`config.mk`:
```
export PLATFORM = sky130hd
export DESIGN_NAME = approx_mul_pipe
export DESIGN_NICKNAME = d
export VERILOG_FILES = /design/src/rtl/approx_mul_pipe.sv
export SDC_FILE = /design/constraint.sdc
export NUM_CORES = 1
export LEC_CHECK = 0
export CAP_MARGIN = 0
export CORE_ASPECT_RATIO = 0.75
export CORE_MARGIN = 2
export CORE_UTILIZATION = 56
export CTS_CLUSTER_DIAMETER = 100
export CTS_CLUSTER_SIZE = 30
export DETAILED_ROUTE_END_ITERATION = 8
export PLACE_DENSITY = 0.76
export SLEW_MARGIN = 20
export SYNTH_ARGS = -nofsm -noshare
export SYNTH_HDL_FRONTEND = slang
export SYNTH_SLANG_ARGS = --single-unit
```
`constraint.sdc`:
```
create_clock -name clk -period 7.3 [get_ports clk]
set_input_delay 1.095 -clock clk [delete_from_list [all_inputs] [get_ports clk]]
set_output_delay 1.095 -clock clk [all_outputs]
set_load 0.005 [all_outputs]
```
`src/rtl/approx_mul_pipe.sv`:
```
// rtl/approx_mul_pipe.sv - 3-stage Baugh-Wooley exact/approximate signed multiplier (optional macro APPROX_MUL_ERRSTAT_EN)
module approx_mul_pipe #(
  parameter int WIDTH      = 16,
  parameter int TRUNC_COLS = 6
) (
  input  logic               clk,
  input  logic               rst_n,
  input  logic               in_valid,
  output logic               in_ready,
  input  logic [WIDTH-1:0]   x,
  input  logic [WIDTH-1:0]   y,
  input  logic               mode,
  output logic               out_valid,
  input  logic               out_ready,
  output logic [2*WIDTH-1:0] z,
  output logic               out_mode
`ifdef APPROX_MUL_ERRSTAT_EN
  ,
  input  logic               clr_stat,
  output logic [15:0]        err_cnt
`endif
);

  localparam int PW       = 2 * WIDTH;
  // Compensation bit sits below column WIDTH-1, so it never collides with the BW constants.
  localparam int COMP_POS = (TRUNC_COLS > 0) ? TRUNC_COLS - 1 : 0;
  localparam bit COMP_EN  = (TRUNC_COLS > 0);

  // Reduces all Baugh-Wooley partial-product rows plus the constant row to a sum/carry pair.
  function automatic logic [2*PW-1:0] bw_reduce(input logic [WIDTH-1:0] a,
                                                input logic [WIDTH-1:0] b,
                                                input logic             approx);
    logic [PW-1:0] s;
    logic [PW-1:0] c;
    logic [PW-1:0] row;
    logic [PW-1:0] t;
    logic          pp;
    s = '0;
    c = '0;
    for (int i = 0; i < WIDTH; i++) begin
      row = '0;
      for (int j = 0; j < WIDTH; j++) begin
        pp = a[i] & b[j];
        if ((i == WIDTH - 1) != (j == WIDTH - 1)) pp = ~pp;
        if (approx && (i + j < TRUNC_COLS)) pp = 1'b0;
        row[i+j] = pp;
      end
      t = s ^ c ^ row;
      c = ((s & c) | (s & row) | (c & row)) << 1;
      s = t;
    end
    row = '0;
    row[WIDTH]  = 1'b1;
    row[PW-1]   = 1'b1;
    if (approx && COMP_EN) row[COMP_POS] = 1'b1;
    t = s ^ c ^ row;
    c = ((s & c) | (s & row) | (c & row)) << 1;
    s = t;
    return {s, c};
  endfunction

  logic               r_v1, r_v2, r_v3;
  logic [WIDTH-1:0]   r_x1, r_y1;
  logic               r_mode1, r_mode2, r_mode3;
  logic [PW-1:0]      r_s2, r_c2;
  logic [PW-1:0]      r_z;
  logic [2*PW-1:0]    w_red;
  logic               w_xfer, w_adv2, w_adv1, w_acc;

  // Handshake chain: each stage moves when the one ahead is empty or draining this cycle.
  assign w_xfer   = r_v3 && out_ready;
  assign w_adv2   = r_v2 && (!r_v3 || out_ready);
  assign w_adv1   = r_v1 && (!r_v2 || w_adv2);
  assign in_ready = !r_v1 || w_adv1;
  assign w_acc    = in_valid && in_ready;

  assign out_valid = r_v3;
  assign z         = r_z;
  assign out_mode  = r_mode3;

  // Partial-product reduction for the transaction sitting in S1.
  always_comb begin
    w_red = bw_reduce(r_x1, r_y1, r_mode1);
  end

  // Stage valid flags.
  always_ff @(posedge clk) begin
    if (!rst_n) begin
      r_v1 <= 1'b0;
      r_v2 <= 1'b0;
    end else begin
      if (w_acc)       r_v1 <= 1'b1;
      else if (w_adv1) r_v1 <= 1'b0;
      if (w_adv1)      r_v2 <= 1'b1;
      else if (w_adv2) r_v2 <= 1'b0;
    end
  end

  // S1/S2 datapath: operand capture, then carry-save pair.
  always_ff @(posedge clk) begin
    if (w_acc) begin
      r_x1    <= x;
      r_y1    <= y;
      r_mode1 <= mode;
    end
    if (w_adv1) begin
      r_s2    <= w_red[2*PW-1:PW];
      r_c2    <= w_red[PW-1:0];
      r_mode2 <= r_mode1;
    end
  end

  // S3: final carry-propagate add; z and out_mode hold while stalled.
  always_ff @(posedge clk) begin
    if (!rst_n) begin
      r_v3    <= 1'b0;
      r_z     <= '0;
      r_mode3 <= 1'b0;
    end else if (w_adv2) begin
      r_v3    <= 1'b1;
      r_z     <= r_s2 + r_c2;
      r_mode3 <= r_mode2;
    end else if (w_xfer) begin
      r_v3    <= 1'b0;
    end
  end

`ifdef APPROX_MUL_ERRSTAT_EN
  logic [PW-1:0]   r_s2e, r_c2e, r_ex3;
  logic [2*PW-1:0] w_red_ex;
  logic [15:0]     r_err_cnt;

  // Exact shadow reduction travelling alongside every transaction.
  always_comb begin
    w_red_ex = bw_reduce(r_x1, r_y1, 1'b0);
  end

  // Shadow pipeline registers for the exact product.
  always_ff @(posedge clk) begin
    if (w_adv1) begin
      r_s2e <= w_red_ex[2*PW-1:PW];
      r_c2e <= w_red_ex[PW-1:0];
    end
    if (w_adv2) r_ex3 <= r_s2e + r_c2e;
  end

  // Saturating error counter; clear wins over a same-cycle increment.
  always_ff @(posedge clk) begin
    if (!rst_n || clr_stat) begin
      r_err_cnt <= '0;
    end else if (w_xfer && r_mode3 && (r_z != r_ex3) && (r_err_cnt != 16'hFFFF)) begin
      r_err_cnt <= r_err_cnt + 16'd1;
    end
  end

  assign err_cnt = r_err_cnt;
`endif

endmodule

```
# Word level (Yosys, flattened, before mapping)
# Cells that the tools add are included.
# Widths: inputs -> output; s select.
[classes]
n_addsub = 1
n_mux = 28
bitwise = 393
n_reduce_logical = 13
[op_table]
columns = ["operator", "n"]
rows = [
  ["$and 1x1->1", 256],
  ["$or 31x31->31", 4],
  ["$and 30x31->31", 2],
  ["$and 31x17->31", 2],
  ["$and 31x31->31", 2],
  ["$and 29x30->30", 2],
  ["$or 30x30->30", 2],
  ["$and 28x29->29", 2],
  ["$or 29x29->29", 2],
  ["$and 27x28->28", 2],
  ["$or 28x28->28", 2],
  ["$and 26x27->27", 2],
  ["$or 27x27->27", 2],
  ["$and 25x26->26", 2],
  ["$or 26x26->26", 2],
  ["$and 24x25->25", 2],
  ["$or 25x25->25", 2],
  ["$and 23x24->24", 2],
  ["$or 24x24->24", 2],
  ["$and 22x23->23", 2],
  ["$or 23x23->23", 2],
  ["$and 21x22->22", 2],
  ["$or 22x22->22", 2],
  ["$and 20x21->21", 2],
  ["59 further kinds", 131],
]
[totals]
ff_bits = 133
output_inout_bits = 35
elab_cells = 446

# Logic depth before layout (Yosys ltp)
# Gate-level depths: netlist (run 1).
[logic_depth]
depth_word = 48
mapped_depth = 25
ltp_nobuf = 24

# Worst setup path after synthesis (run 1)
# No wires, ideal clock.
[synth_path]
kind = "reg2reg"
startpoint = "register r_x1[0]"
endpoint = "register r_s2[19], data pin"
arrival_ns = 7.676
required_ns = 7.039
setup_slack_ns = -0.637
stages_incl_launch_ff = 25
synth_period_minus_slack_ns = 7.937
path_cell_list = "edfxtp_1 clkbuf_1 and2_1 ha_1 inv_1 fa_1 inv_1 fa_1 fa_1 fa_1 fa_1 inv_1 fa_1 fa_1 fa_1 fa_1 fa_1 fa_1 fa_1 inv_1 fa_1 inv_1 fa_1 inv_1 ha_1"
[synth_via]
elab_chain_cells = 47
elab_cells_between_ends = 117
[synth_lines]
columns = ["element", "line_no", "source"]
rows = [
  ["start: declaration", "63", "logic [WIDTH-1:0] r_x1, r_y1;"],
  ["start signal: assignment", "102", "r_x1 <= x;"],
  ["$and 1x1->1", "43", "pp = a[i] & b[j];"],
  ["$mux 1", "45", "if (approx && (i + j < TRUNC_COLS)) pp = 1'b0;"],
  ["$xor 16x17->17 or $and 16x17->17 (tied branches)", "48, 49", ""],
  ["$and 17x18->18", "49", "c = ((s & c) | (s & row) | (c & row)) << 1;"],
  ["$or 18x18->18 (2 in a row)", "49", ""],
  ["$and 18x19->19", "49", ""],
  ["$or 19x19->19 (2 in a row)", "49", ""],
  ["$and 19x20->20", "49", ""],
  ["[... 27 more ...]", "-", ""],
  ["$or 29x29->29 (2 in a row)", "49", ""],
  ["$and 29x30->30", "49", ""],
  ["$or 30x30->30 (2 in a row)", "49", ""],
  ["$and 30x31->31", "49", ""],
  ["$or 31x31->31 (2 in a row)", "49", ""],
  ["$xor 31x32->32 (*)", "56", "t = s ^ c ^ row;"],
  ["$xor 32x32->32 (*)", "56", ""],
  ["via w_red[51]", "67", "logic [2*PW-1:0] w_red;"],
  ["end signal: assignment", "107", "r_s2 <= w_red[2*PW-1:PW];"],
  ["end: declaration", "65", "logic [PW-1:0] r_s2, r_c2;"],
]
# The timed path passes the listed nets; every way through them passes the cells marked *.
# A chain may end at the register's enable or synchronous reset.

# Worst setup path in the final report (run 1)
[layout_path]
startpoint = "register r_x1[1]"
endpoint = "register r_s2[17], data pin"
# Same word-level chain as after synthesis.

==> metrics.cfg, run 1 <==
[yosys]
synthMostInstantiatedCell=fa_1
postSynth.topFlopCell=edfxtp_1
synth_cells=1051
synth-edff-count=81
synth.largest_area_cell=fa_1
synth_cell_types=49
synth.top_cells.by_area=fa_1, edfxtp_1, and2_1
post_synth_instance_area_mm2=0.01129
synth_warnings=0
async_flop_share_pct=0
yosys.area.top_type_share_pct=37.23
seq_area_frac_synth_pct=27.92
post_synthesis_area_per_instance_um2=10.75
ys_ff_latch=117
synth.top_cells.by_count=fa_1, nand2_1, inv_1
syn_nets=1345

[timing]
max_clock_freq_mhz=120.2
post-route-period-util_pct=114.0
layout_setup_ws_ns=-1.022
fin_crit_ns=8.322
timing_worst_slew_pin_value_ns=0.9640
fin_skew_ns=0.01395
finalMaxSlewViolations=0
slew_headroom_pct=35.66
timing_hold_violations_final=0
finalSetupViolations=20
rsz0062_at_grt=yes

[placed_design]
io_buffers=71
dp_hpwl_um=17560
place_congestion=0.8643
place_worst_setup_slack_ns=-0.9145

[clock_network]
bufs_on_longest_clock_path=2
cts.htree.levels=4
cts.sink_count=117
tritoncts.num_buffers=17
tritoncts=built
cts_hold_repair.buffers=0
path_clk_slew_ns=0.07
cts-root-buf=clkbuf_16
clock_latency_ns=0.43

[worst_setup_path]
critPathMaxFanout=8
rrSetupSlack_ns=-1.02
worst_ep_arrival_time_ns=8.50
endpoint_kind=flip-flop
setup.worst_path.start_class=flip-flop
timing.critical_path.required_ns=7.48
criticalPathCategory=reg2reg

[drt]
routed-via-count=7422
drc_violation_total_after_the_first_tritonroute_iteration=440
detail_route.drc_violations=0
detail_route.first_pass.iterations=5
route.detailed.vias_per_inst=5.320
wl_per_cell_um=16.69
final_antenna_net_count=0
drt-total-wl_um=23280

[floorplanning]
total_number_of_placement_rows=44
chipWidth_um=168.0
num_io_pins=72
initial_core_util_pct=57.78
floorplan.core_area_mm2=0.01954
die-height_um=127.0
die_area_mm2=0.02133

[global_routing]
groute.usage.overall_pct=22.73
grt_antenna_before_repair=0
first_global_vias=7627
grt_max_degree=49
grt_pass1_wl_um=37810
grt_overflow=0

[cells_and_area]
drive_gt1_share_pct=18.91
finish.utilization_pct=68.12
design.final.nets=1423
num-fill-cells=1447
antenna_cells=0
syn_to_final_growth_pct=17.88

[run_status]
violations=setup timing
outcome=complete, but fails checks

[hold_path]
worst_hold_path_type=reg2reg

[flow_run]
max_cap_violations=0

==> worst max-delay path, stage by stage (launching register included) <==
cell and delay [ns]:
edfxtp_1 0.48, and2_4 0.22, ha_4 0.26, inv_2 0.03, fa_2 0.52, inv_2 0.04
fa_2 0.32, inv_2 0.07, fa_2 0.45, fa_2 0.38, fa_2 0.56, fa_2 0.45
fa_2 0.57, fa_2 0.45, fa_2 0.55, fa_2 0.44, fa_2 0.54, fa_1 0.43
fa_2 0.54, inv_2 0.04, fa_2 0.51, ha_1 0.22
==> kinds of logic after synthesis <==
family	Yosys count	synth area share, %
flops	117	27.92
mux	1	0.08864
fa+ha+maj	257	42.43
xor+xnor	14	1.086
simple gates	373	16.45
buf+inv	206	6.980
compound gates	83	5.041
==> cells in the final DEF (no fill, tap or decap), types with 5 or more instances in the layout <==
cell / n
fa_2: 102
edfxtp_1: 81
ha_1: 40
ha_4: 7
a31oi_1: 5
fa_1: 108
clkbuf_16: 17
a21oi_1: 28
nand3_1: 17
clkdlybuf4s50_1: 71
nand2_1: 166
a21o_1: 5
inv_6: 8
inv_1: 130
dfxtp_1: 36
nor2b_1: 5
xor2_1: 10
a211oi_1: 10
buf_4: 32
inv_2: 32
nor2_1: 25
and3_1: 5
o21ai_0: 7
or3_1: 6
and2_1: 134
==> cell type report <==
cell class	count	area [um^2]	share of cell area, %
Clock inverter	15	132.6	0.9962
Timing Repair Buffer	103	950.9	7.143
Inverter	162	608.1	4.568
Multi-Input combinational cell	728	7726	58.04
Sequential cell	117	3153	23.68
Tap cell	253	316.6	2.378
Clock buffer	17	425.4	3.195
==> repair_timing <==
item                       4_1_cts  5_1_grt
buffers inserted                 0        1
setup endpoints to repair       27       31
pin swaps                        0       41
gates resized for setup         15      109
==> metal layers <==
layer	up-vias	track usage, %	wire length, um
met5	-	0	0
met4	0	4.910	307
met3	30	4.058	1339
met2	222	35.54	10560
met1	3725	33.87	11070
li1	3445	-	-
==> per-stage QoR <==
stage                     instance area (um^2)  hold slack (ns)  instances  TNS (ns)
final                                    13310           0.4550       1395    -12.20
after global routing                     13310           0.4775       1395    -15.04
after CTS                                13050           0.4588       1394    -18.10
after detailed placement                 12450           0.4491       1362    -17.97
after global placement                   12450           0.4402       1362    -14.76
after floorplan                          11350           0.4482       1051    -9.491
==> path summary, 6_finish.rpt <==
kind | from | endpoint | depth (start not counted)
min reg2reg | z[4] | z[4] | 2
min | z[4] | z[4] | 2
max reg2reg | r_x1[1] | r_s2[17] | 21
max | r_x1[1] | r_s2[17] | 21
==> flip-flops by register name, indices dropped and copies added (netlist names) <==
signal     flops
z             32
r_s2          31
r_c2          16
r_x1          16
r_y1          16
out_mode       1
out_valid      1
r_mode1        1
r_mode2        1
r_v1           1
r_v2           1
Power of run 1 is not shown: default switching activity piles up to over one toggle a cycle in this logic, so the estimate is an artifact.
==> inputs of run 2 (changes only) <==
--- a/config.mk
+++ b/config.mk
@@ -7,11 +7,11 @@
 export LEC_CHECK = 0
 export CAP_MARGIN = 0
 export CORE_ASPECT_RATIO = 0.75
-export CORE_MARGIN = 2
+export CORE_MARGIN = 10
 export CORE_UTILIZATION = 56
 export CTS_CLUSTER_DIAMETER = 100
-export CTS_CLUSTER_SIZE = 30
 export DETAILED_ROUTE_END_ITERATION = 8
+export HOLD_SLACK_MARGIN = 0.03
 export PLACE_DENSITY = 0.76
 export SLEW_MARGIN = 20
 export SYNTH_ARGS = -nofsm -noshare
==> run 2 against run 1 <==
Effect of this change: the flow still finishes with violations (setup timing); sequential cell count is the same; clock skew shrank 0.0043 ns; fmax grew 0.51%; sequential share of layout area shrank 0.073 points; die area grew 23%; first-iteration DRC count grew 11%; final area grew 0.31%; clock-buffer cell count grew 1; highest routed layer unchanged.
==> metrics.cfg, run 2 (synthesized netlist as in run 1, its figures left out) <==
[clock_network]
cts.htree.levels=4  ; unchanged
cts_hold_repair.buffers=0  ; unchanged
bufs_on_longest_clock_path=2  ; unchanged
tritoncts=built
cts-root-buf=clkbuf_16
path_clk_slew_ns=0.07  ; about the same
tritoncts.num_buffers=17  ; unchanged
clock_latency_ns=0.44  ; about the same
cts.sink_count=117  ; unchanged

[flow_run]
max_cap_violations=0  ; unchanged

[floorplanning]
num_io_pins=72  ; unchanged
total_number_of_placement_rows=44  ; unchanged
die-height_um=143.0  ; +13%
floorplan.core_area_mm2=0.01960  ; +0.28%
die_area_mm2=0.02631  ; +23%
initial_core_util_pct=57.62  ; -0.16 points
chipWidth_um=184.0  ; +9.5%

[global_routing]
grt_pass1_wl_um=39160  ; +3.6%
grt_overflow=0  ; unchanged
groute.usage.overall_pct=18.68  ; -4.0 points
grt_max_degree=49  ; unchanged
first_global_vias=7773  ; +1.9%
grt_antenna_before_repair=0  ; unchanged

[worst_setup_path]
critPathMaxFanout=6  ; -2
crit_top_cell=fa_1
setup.worst_path.start_class=flip-flop
worst_ep_arrival_time_ns=8.48  ; -0.02 ns
crit_path_cells=and2_4, ha_4, inv_2, fa_2, inv_1, fa_1, fa_1, fa_1, fa_1, inv_1, fa_2, fa_2, fa_1, fa_2, fa_1, fa_1, fa_1, fa_1, fa_1, ha_1, inv_1
criticalPathCategory=reg2reg
timing.critical_path.required_ns=7.50  ; +0.02 ns
timing.critical_path.buf_inv=4  ; unchanged
crit_family=adder cells
crit_path_top_delay_cell=fa_2
endpoint_kind=flip-flop
crit_path_max_incr_delay_ns=0.54  ; -0.03 ns

[placed_design]
place_congestion=0.8435  ; -2.4%
dp_hpwl_um=18170  ; +3.5%
io_buffers=71  ; unchanged

[drt]
detail_route.first_pass.iterations=7  ; +2
detail_route.drc_violations=0  ; unchanged
drt-total-wl_um=23750  ; +2.0%
final_antenna_net_count=0  ; unchanged
wl_per_cell_um=16.93  ; +1.5%
route.detailed.vias_per_inst=5.278  ; -0.80%
routed-via-count=7405  ; -0.23%
drc_violation_total_after_the_first_tritonroute_iteration=489  ; +11%

[timing]
fin_skew_ns=0.009632  ; -0.004323 ns
timing_hold_violations_final=0  ; unchanged
finalMaxSlewViolations=0  ; unchanged
post-route-period-util_pct=113.4  ; -0.58 points
timing_worst_slew_pin_value_ns=0.9473  ; -0.01676 ns
fin_crit_ns=8.279  ; -0.04233 ns
rsz0062_at_grt=yes
post_route_setup_tns_ns=-12.50  ; -0.3079 ns
finalSetupViolations=21  ; +5.0%
max_clock_freq_mhz=120.8  ; +0.51%
hold_ws_ns=0.4600  ; +0.004960 ns
slew_headroom_pct=36.78  ; +1.1 points
layout_setup_ws_ns=-0.9792  ; +0.04233 ns

[cells_and_area]
design.final.nets=1431  ; +0.56%
final_common_cell=nand2_1
final_cell_mix=nand2_1, inv_1, and2_1
antenna_cells=0  ; unchanged
syn_to_final_growth_pct=18.25
drive_gt1_share_pct=16.78  ; -2.1 points
largest_register_ffs=32  ; unchanged

[hold_path]
worst_hold_path_type=reg2reg

[run_status]
violations=setup timing
outcome=complete, but fails checks

## run 2: worst paths after layout
check	startpoint	end	slack [ns]	depth (start not counted)
max reg2reg	r_x1[1]	r_s2[16]	-0.98	21
min reg2reg	out_mode	out_mode	0.46	2
min	out_mode	out_mode	0.46	2
max	r_x1[1]	r_s2[16]	-0.98	21
## run 2: metal layers
metal | global-route usage, % | vias up | routed length, um
met3 | 4.056 | 22 | 1354
met4 | 4.344 | 0 | 256
met2 | 28.84 | 194 | 10780
li1 | - | 3464 | -
met1 | 26.52 | 3725 | 11360
met5 | 0 | - | 0
## run 2: layout make-up
class                   count  area, um^2
inverters                 162       608.1
flip-flops and latches    117        3153
repair buffers            111        1025
clock inverters            14       152.6
fillers                  1441        6245
well taps                 253       316.6
multi-input cells         728        7649
clock buffers              18       450.4
## run 2: timing repair
item	CTS	global route
resized for setup	54	38
gates cloned	0	1
setup endpoints to repair	27	28
pin swaps	2	7
buffers inserted	1	3
## run 2: metrics by stage
stage / instance area [um^2] / std cells / setup WS [ns] / util (%)
floorplan: 11350 / 1051 / -0.6176 / -
global placement: 12490 / 1366 / -0.7469 / 63.75
detailed placement: 12490 / 1366 / -0.9145 / 63.75
CTS: 13240 / 1399 / -0.8901 / 67.55
global route: 13350 / 1403 / -1.166 / 68.14
finish: 13350 / 1403 / -0.9792 / 68.14
## run 2: worst register-to-register path, stage by stage (launching register included)
cell      delay, ns
edfxtp_1       0.45
and2_4         0.21
ha_4           0.25
inv_2          0.03
fa_2           0.50
inv_1          0.05
fa_1           0.45
fa_1           0.51
fa_1           0.46
fa_1           0.41
inv_1          0.10
fa_2           0.45
fa_2           0.54
fa_1           0.43
fa_2           0.54
fa_1           0.43
fa_1           0.51
fa_1           0.45
fa_1           0.51
fa_1           0.43
ha_1           0.30
inv_1          0.04
Power of run 2 is left out for the same reason.
==> inputs of run 3 (changes only) <==
--- a/config.mk
+++ b/config.mk
@@ -13,6 +13,7 @@
 export DETAILED_ROUTE_END_ITERATION = 8
 export HOLD_SLACK_MARGIN = 0.03
 export PLACE_DENSITY = 0.76
+export SKIP_LAST_GASP = 1
 export SLEW_MARGIN = 20
 export SYNTH_ARGS = -nofsm -noshare
 export SYNTH_HDL_FRONTEND = slang
==> run 3 against run 2 <==
Effect of this change: the flow still finishes with violations (setup timing); via count increased by 0.32%; core utilization barely moved; final area is essentially flat; critical path depth is the same; clock skew about the same; fmax about the same; sequential share of layout area barely moved; setup slack about the same; cell count unchanged; critical path type unchanged; critical endpoint unchanged.
==> metrics.cfg, run 3 (synthesized netlist as in run 1, its figures left out) <==
[drt]
drt-total-wl_um=23760  ; about the same
detail_route.first_pass.iterations=6  ; -1
routed-via-count=7429  ; +0.32%
route.detailed.vias_per_inst=5.295  ; +0.32%
wl_per_cell_um=16.94  ; about the same
final_antenna_net_count=0  ; unchanged
detail_route.drc_violations=0  ; unchanged
drc_violation_total_after_the_first_tritonroute_iteration=486  ; -0.61%

[clock_network]
cts_hold_repair.buffers=0  ; unchanged
bufs_on_longest_clock_path=2  ; unchanged
clock_latency_ns=0.44  ; about the same
cts.sink_count=117  ; unchanged
cts.htree.levels=4  ; unchanged
tritoncts=built
cts-root-buf=clkbuf_16
tritoncts.num_buffers=17  ; unchanged
path_clk_slew_ns=0.07  ; about the same

[timing]
timing_hold_violations_final=0  ; unchanged
rsz0062_at_grt=yes
fin_skew_ns=0.009678  ; +0.00004665 ns
post-route-period-util_pct=113.4  ; about the same
slew_headroom_pct=36.91  ; +0.14 points
finalMaxSlewViolations=0  ; unchanged
finalSetupViolations=21  ; unchanged
fin_crit_ns=8.279  ; -0.0002490 ns
layout_setup_ws_ns=-0.9790  ; +0.0002490 ns
max_clock_freq_mhz=120.8  ; about the same
timing_worst_slew_pin_value_ns=0.9453  ; -0.002025 ns

[global_routing]
groute.usage.overall_pct=18.68  ; unchanged
first_global_vias=7773  ; unchanged
grt_overflow=0  ; unchanged
grt_max_degree=49  ; unchanged
grt_use_met1_pct=26.52  ; unchanged
grt_most_used_layer=met2
grt_antenna_before_repair=0  ; unchanged
use_met3_pct=4.056  ; unchanged
met2_usage_pct=28.84  ; unchanged
grt_pass1_wl_um=39160  ; unchanged

[worst_setup_path]
setup.worst_path.start_class=flip-flop
critPathMaxFanout=6  ; unchanged
timing.critical_path.required_ns=7.50  ; about the same
worst_ep_arrival_time_ns=8.47  ; about the same
criticalPathCategory=reg2reg
endpoint_kind=flip-flop

[run_status]
outcome=complete, but fails checks
violations=setup timing

[floorplanning]
die-height_um=143.0  ; unchanged
floorplan.core_area_mm2=0.01960  ; unchanged
initial_core_util_pct=57.62  ; unchanged
chipWidth_um=184.0  ; unchanged
total_number_of_placement_rows=44  ; unchanged
die_area_mm2=0.02631  ; unchanged
num_io_pins=72  ; unchanged

[cells_and_area]
drive_gt1_share_pct=16.61  ; -0.17 points
final_cell_mix=nand2_1, inv_1, and2_1
syn_to_final_growth_pct=18.23  ; about the same
instances_no_fill=1403  ; unchanged
final_common_cell=nand2_1
antenna_cells=0  ; unchanged
design.final.nets=1431  ; unchanged
largest_register_ffs=32  ; unchanged

[placed_design]
dp_hpwl_um=18170  ; unchanged
place_worst_setup_slack_ns=-0.9145  ; unchanged
placed_cells=1366  ; unchanged
place_congestion=0.8435  ; unchanged
io_buffers=71  ; unchanged

[hold_path]
worst_hold_path_type=reg2reg

[flow_run]
max_cap_violations=0  ; unchanged

-- run 3: cell count changes in the layout (fill, tap and decap cells not counted) --
cell / previous run / this run
fa_1: 120 / 121
fa_2: 90 / 89
inv_1: 146 / 147
inv_2: 16 / 15
-- run 3: worst paths after layout --
| path | end | cells after the start | from | slack, ns |
|---|---|---|---|---|
| worst min register to register | out_mode | 2 | out_mode | 0.46 |
| worst max-delay path | r_s2[16] | 21 | r_x1[1] | -0.98 |
| worst max register to register | r_s2[16] | 21 | r_x1[1] | -0.98 |
| worst min-delay path | out_mode | 2 | out_mode | 0.46 |
-- run 3: final cells by class --
type | count | area (um^2)
tap | 253 | 316.6
clock inverter | 14 | 152.6
fill | 1442 | 6247
multi-input combinational | 728 | 7646
sequential | 117 | 3153
clock buffer | 18 | 450.4
inverter | 162 | 608.1
timing repair buffer | 111 | 1025
-- run 3: metrics by stage --
| stage | area [um^2] | setup TNS [ns] | hold WS, ns | util, % |
|---|---|---|---|---|
| 4_1_cts | 13240 | -12.12 | 0.4582 | 67.55 |
| 6_report | 13350 | -12.49 | 0.4606 | 68.12 |
| 3_3_place_gp | 12490 | -13.66 | 0.4399 | 63.75 |
| 2_1_floorplan | 11350 | -9.491 | 0.4482 | - |
| 5_1_grt | 13350 | -17.50 | 0.4681 | 68.12 |
| 3_5_place_dp | 12490 | -17.27 | 0.4501 | 63.75 |
-- run 3: timing repair --
action,in CTS,in global routing
buffers inserted,1,3
gates cloned,0,1
pin swaps,2,7
endpoints found under the setup margin,27,28
gates resized for setup,54,36
-- run 3: worst max-delay path: stages, from the launching register on --
cell      delay [ns]
edfxtp_1        0.45
and2_4          0.20
ha_4            0.25
inv_2           0.03
fa_2            0.50
inv_1           0.05
fa_1            0.45
fa_1            0.51
fa_1            0.46
fa_1            0.41
inv_1           0.10
fa_2            0.44
fa_2            0.54
fa_1            0.43
fa_2            0.54
fa_1            0.43
fa_1            0.51
fa_1            0.45
fa_1            0.51
fa_1            0.43
ha_1            0.30
inv_1           0.04
-- run 3: per-layer routing --
layer	vias up	share of wire [%]
met3	24	5.8
met1	3733	48
met4	0	1.1
met2	209	45
li1	3463	-
met5	-	0
Power of run 3 is left out for the same reason.
